--- src/rtl/axil2sreg_bridge_pkg.sv ---
// ---------------------------------------------------------------------------
// axil2sreg_bridge_pkg
//   Shared definitions for the AXI4-Lite to SREG bridge: AXI response codes,
//   the bridge FSM state encoding and the byte-lane merge used when a write
//   with a partial strobe is folded into the target's current contents.
// ---------------------------------------------------------------------------
package axil2sreg_bridge_pkg;

  localparam logic [1:0] RESP_OKAY   = 2'b00;
  localparam logic [1:0] RESP_SLVERR = 2'b10;
  localparam logic [3:0] STRB_ALL    = 4'hF;

  typedef enum logic [2:0] {
    IDLE    = 3'd0,
    WR_RMW  = 3'd1,
    WR_EXEC = 3'd2,
    WR_RESP = 3'd3,
    RD_EXEC = 3'd4,
    RD_RESP = 3'd5
  } state_t;

  // Per byte lane: take the new AXI byte where the strobe is set, otherwise
  // keep the byte that the target currently holds.
  function automatic logic [31:0] byte_merge(input logic [31:0] new_data,
                                             input logic [31:0] old_data,
                                             input logic [3:0]  strb);
    logic [31:0] merged;
    merged = old_data;
    for (int i = 0; i < 4; i++) begin
      if (strb[i]) merged[8*i +: 8] = new_data[8*i +: 8];
    end
    return merged;
  endfunction

endpackage

--- src/rtl/axil2sreg_bridge.sv ---
// ---------------------------------------------------------------------------
// axil2sreg_bridge
//   AXI4-Lite slave that turns PS register accesses into single-cycle strobes
//   on the simple register bus (SREG). One transaction is in flight at a time.
//   Partial-strobe writes are done as read-modify-write; misaligned accesses
//   are answered with SLVERR without touching the SREG bus.
//
// Ports
//   clk, rst                       clock, asynchronous active-high reset
//   s_aw*, s_w*, s_b*              AXI-Lite write address / data / response
//   s_ar*, s_r*                    AXI-Lite read address / data
//   sreg_en                        one-cycle access strobe
//   sreg_wen                       1 = write, 0 = read (qualified by sreg_en)
//   sreg_addr, sreg_din            byte address and write data (held between accesses)
//   sreg_dout                      combinational read data from the targets
// ---------------------------------------------------------------------------
module axil2sreg_bridge
  import axil2sreg_bridge_pkg::*;
#(
  parameter int ADDR_W = 18,
  parameter int DATA_W = 32
) (
  input  logic              clk,
  input  logic              rst,
  input  logic [31:0]       s_awaddr,
  input  logic              s_awvalid,
  output logic              s_awready,
  input  logic [DATA_W-1:0] s_wdata,
  input  logic [3:0]        s_wstrb,
  input  logic              s_wvalid,
  output logic              s_wready,
  output logic [1:0]        s_bresp,
  output logic              s_bvalid,
  input  logic              s_bready,
  input  logic [31:0]       s_araddr,
  input  logic              s_arvalid,
  output logic              s_arready,
  output logic [DATA_W-1:0] s_rdata,
  output logic [1:0]        s_rresp,
  output logic              s_rvalid,
  input  logic              s_rready,
  output logic              sreg_en,
  output logic              sreg_wen,
  output logic [ADDR_W-1:0] sreg_addr,
  output logic [DATA_W-1:0] sreg_din,
  input  logic [DATA_W-1:0] sreg_dout
);

  state_t state, next_state;

  logic              aw_held, w_held, last_rd;
  logic [ADDR_W-1:0] aw_addr_q;
  logic [DATA_W-1:0] w_data_q;
  logic [3:0]        w_strb_q;

  logic [ADDR_W-1:0] wr_addr;
  logic [DATA_W-1:0] wr_data;
  logic [3:0]        wr_strb;
  logic              wr_misaligned, rd_misaligned;
  logic              rd_req, wr_go, rd_go;
  logic              awready_c, wready_c, arready_c;

  // Only the low ADDR_W address bits reach the SREG bus.
  logic unused_addr_bits;
  assign unused_addr_bits = ^{s_awaddr[31:ADDR_W], s_araddr[31:ADDR_W]};

  // The write can be decided in the same cycle its last channel handshakes,
  // so look through the holding registers to the live channel when empty.
  assign wr_addr       = aw_held ? aw_addr_q : s_awaddr[ADDR_W-1:0];
  assign wr_data       = w_held  ? w_data_q  : s_wdata;
  assign wr_strb       = w_held  ? w_strb_q  : s_wstrb;
  assign wr_misaligned = (wr_addr[1:0] != 2'b00);
  assign rd_misaligned = (s_araddr[1:0] != 2'b00);

  // State register.
  always_ff @(posedge clk or posedge rst) begin
    if (rst) state <= IDLE;
    else     state <= next_state;
  end

  // Next state, channel readies and the read/write arbitration. A complete
  // write and a pending read compete round-robin via last_rd; AR is only
  // accepted while no write half is parked, and is refused in the cycle the
  // write wins.
  always_comb begin
    next_state = state;
    awready_c  = 1'b0;
    wready_c   = 1'b0;
    arready_c  = 1'b0;
    rd_req     = 1'b0;
    wr_go      = 1'b0;
    rd_go      = 1'b0;
    case (state)
      IDLE: begin
        awready_c = !aw_held;
        wready_c  = !w_held;
        rd_req    = s_arvalid && !(aw_held || w_held);
        wr_go     = (aw_held || s_awvalid) && (w_held || s_wvalid) && (!rd_req || last_rd);
        rd_go     = rd_req && !wr_go;
        arready_c = !(aw_held || w_held) && !wr_go;
        if (wr_go) begin
          if (wr_misaligned)            next_state = WR_RESP;
          else if (wr_strb == STRB_ALL) next_state = WR_EXEC;
          else                          next_state = WR_RMW;
        end else if (rd_go) begin
          next_state = rd_misaligned ? RD_RESP : RD_EXEC;
        end
      end
      WR_RMW:  next_state = WR_EXEC;
      WR_EXEC: next_state = WR_RESP;
      WR_RESP: if (s_bready) next_state = IDLE;
      RD_EXEC: next_state = RD_RESP;
      RD_RESP: if (s_rready) next_state = IDLE;
      default: next_state = IDLE;
    endcase
  end

  // Readies are forced low while reset is asserted so nothing is accepted.
  assign s_awready = awready_c && !rst;
  assign s_wready  = wready_c  && !rst;
  assign s_arready = arready_c && !rst;

  assign sreg_en  = (state == WR_RMW) || (state == WR_EXEC) || (state == RD_EXEC);
  assign sreg_wen = (state == WR_EXEC);
  assign s_bvalid = (state == WR_RESP);
  assign s_rvalid = (state == RD_RESP);

  // Holding registers, SREG address/data, captured read data and responses.
  // sreg_din for a partial write is built during WR_RMW from the target's
  // current value; a full-strobe write loads it at the decision.
  always_ff @(posedge clk or posedge rst) begin
    if (rst) begin
      aw_held   <= 1'b0;
      w_held    <= 1'b0;
      last_rd   <= 1'b0;
      aw_addr_q <= '0;
      w_data_q  <= '0;
      w_strb_q  <= '0;
      sreg_addr <= '0;
      sreg_din  <= '0;
      s_rdata   <= '0;
      s_bresp   <= RESP_OKAY;
      s_rresp   <= RESP_OKAY;
    end else begin
      if (s_awvalid && awready_c) begin
        aw_held   <= 1'b1;
        aw_addr_q <= s_awaddr[ADDR_W-1:0];
      end
      if (s_wvalid && wready_c) begin
        w_held   <= 1'b1;
        w_data_q <= s_wdata;
        w_strb_q <= s_wstrb;
      end
      case (state)
        IDLE: begin
          if (wr_go) begin
            last_rd <= 1'b0;
            s_bresp <= wr_misaligned ? RESP_SLVERR : RESP_OKAY;
            if (!wr_misaligned) begin
              sreg_addr <= wr_addr;
              if (wr_strb == STRB_ALL) sreg_din <= wr_data;
            end
          end else if (rd_go) begin
            last_rd <= 1'b1;
            if (rd_misaligned) begin
              s_rresp <= RESP_SLVERR;
              s_rdata <= '0;
            end else begin
              s_rresp   <= RESP_OKAY;
              sreg_addr <= s_araddr[ADDR_W-1:0];
            end
          end
        end
        WR_RMW:  sreg_din <= byte_merge(w_data_q, sreg_dout, w_strb_q);
        RD_EXEC: s_rdata  <= sreg_dout;
        WR_RESP: begin
          if (s_bready) begin
            aw_held <= 1'b0;
            w_held  <= 1'b0;
          end
        end
        default: ;
      endcase
    end
  end

endmodule

--- config.mk ---
export PLATFORM = sky130hd
export DESIGN_NAME = axil2sreg_bridge
export DESIGN_NICKNAME = d
export VERILOG_FILES = /design/src/rtl/axil2sreg_bridge_pkg.sv /design/src/rtl/axil2sreg_bridge.sv
export SDC_FILE = /design/constraint.sdc
export NUM_CORES = 1
export LEC_CHECK = 0
export ABC_CLOCK_PERIOD_IN_PS = 12150
export BUFFER_PORTS_ARGS = -buffer_cell sky130_fd_sc_hd__buf_4
export CAP_MARGIN = 30
export CORE_UTILIZATION = 54
export CTS_CLUSTER_SIZE = 25
export DETAILED_ROUTE_END_ITERATION = 12
export GPL_TIMING_DRIVEN = 1
export PLACE_DENSITY = 0.95
export SLEW_MARGIN = 15
export SYNTH_ARGS = -nofsm -noshare
export SYNTH_HDL_FRONTEND = slang
export SYNTH_SLANG_ARGS = --single-unit
--- constraint.sdc ---
create_clock -name clk -period 12.15 [get_ports clk]
set_input_delay 0.6075 -clock clk [delete_from_list [all_inputs] [get_ports clk]]
set_output_delay 0.6075 -clock clk [all_outputs]
set_load 0.05 [all_outputs]
==> flow_metrics.py <==
metrics = {
    "outcome": {
        "status": "complete, no violations",
    },
    "grt": {
        "gr-total-overflow": 0,
        "grt_pass1_vias": 5737,
        "grt_pass1_wl_um": 28100,
        "antenna_found_initial": 0,
        "grt_usage": 0.285,
        "grt_max_degree": 76,
    },
    "worst_setup_path": {
        "crit_arrival_ps": 2900,
        "crit_path_end_kind": "primary output",
        "worstSetupPathType": "flip-flop to primary output",
        "cp.required_ps": 11540,
        "critPathLaunchType": "flip-flop",
        "path_max_fanout": 27,
    },
    "hold_path": {
        "hold_class": "input port to asynchronous set/reset pin",
    },
    "timing": {
        "worst_slack_ps": 8640,
        "setup_viol": 0,
        "min_period_ps": 3510,
        "finalCritPeriodShare": 0.289,
        "max_slew_margin": 0.434,
        "skew_ps": 16.0,
        "rsz0062_at_grt": "no",
        "whs_ps": 286,
        "max_freq_ghz": 0.285,
        "tightest_slew_ps": 846,
        "slew_viol_final": 0,
        "setup_tns_ps": 0,
        "hold_viol_final": 0,
    },
    "cts": {
        "cts.sinks": 144,
        "cts_root_buffer": "clkbuf_16",
        "cts-resized-gates": 0,
        "cts_setup_buffers": 0,
        "cts.path.max_buffers": 2,
        "cts_max_level": 4,
        "cts_buffers": 17,
        "insertion_delay_ps": 420,
        "clkSlewWorstSetupHoldPaths_ps": 60,
        "cts_tree": "built",
        "ctsHoldBuffers": 0,
    },
    "floorplan": {
        "dieArea_um2": 12900,
        "start_util": 0.557,
        "ios": 232,
        "rows": 40,
        "core_um2": 12100,
        "die_h_um": 114,
        "die_x_um": 114,
    },
    "routing": {
        "wl_per_cell_um": 17.8,
        "via_per_inst": 5.51,
        "drcViolationCount": 0,
        "first_pass_iters": 4,
        "wl_um": 17400,
        "antenna_left": 0,
        "first_iter_violations": 330,
        "vias": 5393,
    },
    "synthesis": {
        "yosysWarnings": 0,
        "synthFlopType": "dfrtp_1",
        "synth_edf_count": 0,
        "yosysSeqAreaShare": 0.537,
        "synth-seq-cells": 144,
        "synthDistinctLibCells": 44,
        "async_reset_ff_frac": 1.00,
        "postSynthAreaPerCell_um2": 11.0,
        "netlist_instances": 608,
        "synth_area_um2": 6720,
    },
    "power": {
        "p_per_area_nw_per_um2": 305,
        "report.power.total_uw": 2700,
        "ir_worst_vdd_mv": 0.170,
        "p_leak_uw": 0.00418,
    },
    "placed_design": {
        "io_buffers": 201,
        "hpwlAfterDp_um": 12000,
        "pre_cts_ws_ps": 9080,
        "place_congestion": 0.793,
    },
    "layout": {
        "area_growth_pct": 32.1,
        "nets": 938,
        "drive_gt1_frac": 0.351,
        "layout.cells.most_common": "buf_4",
        "n_antenna_cell": 0,
        "final_cell_mix": "buf_4 (209), dfrtp_1 (144), nor2_1 (90)",
    },
    "job": {
        "maxCapViolCount": 0,
    },
}
[through the flow]
step | util | instances | area (um2)
floorplan | - | 609 | 6720
global placement | 0.689 | 947 | 8310
finish | 0.735 | 978 | 8870
detailed placement | 0.689 | 947 | 8310
CTS | 0.733 | 977 | 8840
global route | 0.735 | 978 | 8870
[cell type report]
type,instances,area [um2]
clock inverters,10,88.8
inverters,37,144
repair buffers,210,1600
clock buffers,20,447
flip-flops and latches,144,3600
fillers,810,3190
well taps,168,210
multi-input cells,389,2780
[per-layer routing]
layer	GRT usage	vias up	routed length, um
met5	0	-	0
met4	0.122	0	330
met3	0.0956	25	1520
met2	0.492	256	8670
met1	0.323	2627	6880
li1	-	2485	-
[worst max-delay path, cell delays in order (launching register included)]
cell,delay [ps]
dfrtp_1,660
buf_4,380
or3_1,540
nor2_1,190
nor4b_1,420
buf_4,290
[cells in the mapped netlist, drive strengths merged, types with 2 or more instances]
master,instances,share of area
dfrtp,144,0.54
mux2,103,0.18
nor2,92,0.051
inv,37,0.021
nand3,34,0.026
o21ai,34,0.025
o22ai,33,0.031
buf,27,0.024
a21oi,24,0.018
mux2i,21,0.031
clkbuf,12,0.0067
nand2,9,0.0054
nand2b,6,0.0056
nor3,6,0.0067
nor3b,3,0.0050
or2,3,0.0028
a22oi,2,0.0022
and2,2,0.0019
nor4b,2,0.0048
[sequential cells by signal (all words and copies together) (netlist names)]
name,cells
aw_addr_q,18
aw_held,1
last_rd,1
s_bresp,1
s_rdata,32
s_rresp,1
sreg_addr,18
sreg_din,32
state,3
w_data_q,32
w_held,1
w_strb_q,4
[power breakdown]
group	internal, uW	switching (uW)	total (uW)
clock network	283	195	478
registers	706	146	852
logic	481	893	1370
total	1470	1230	2700
[logic make-up after synthesis]
kind of cell	synth area share
simple gates	0.117
compound gates	0.0857
other cells	0.000558
buf+inv	0.0518
flops	0.537
mux	0.208
[path summary, 6_finish.rpt]
kind | startpoint | to | slack, ps | cells after the start
max | state[2] | s_arready | 8640 | 5
min | rst | aw_addr_q[14] | 290 | 2
max reg2reg | w_held | sreg_din[30] | 9020 | 6
min reg2reg | sreg_din[10] | sreg_din[10] | 490 | 1
max in group asynchronous | rst | sreg_din[31] | 10830 | 4
min in group clk | s_bready | aw_held | 370 | 2
(Power assumes the default switching activity.)
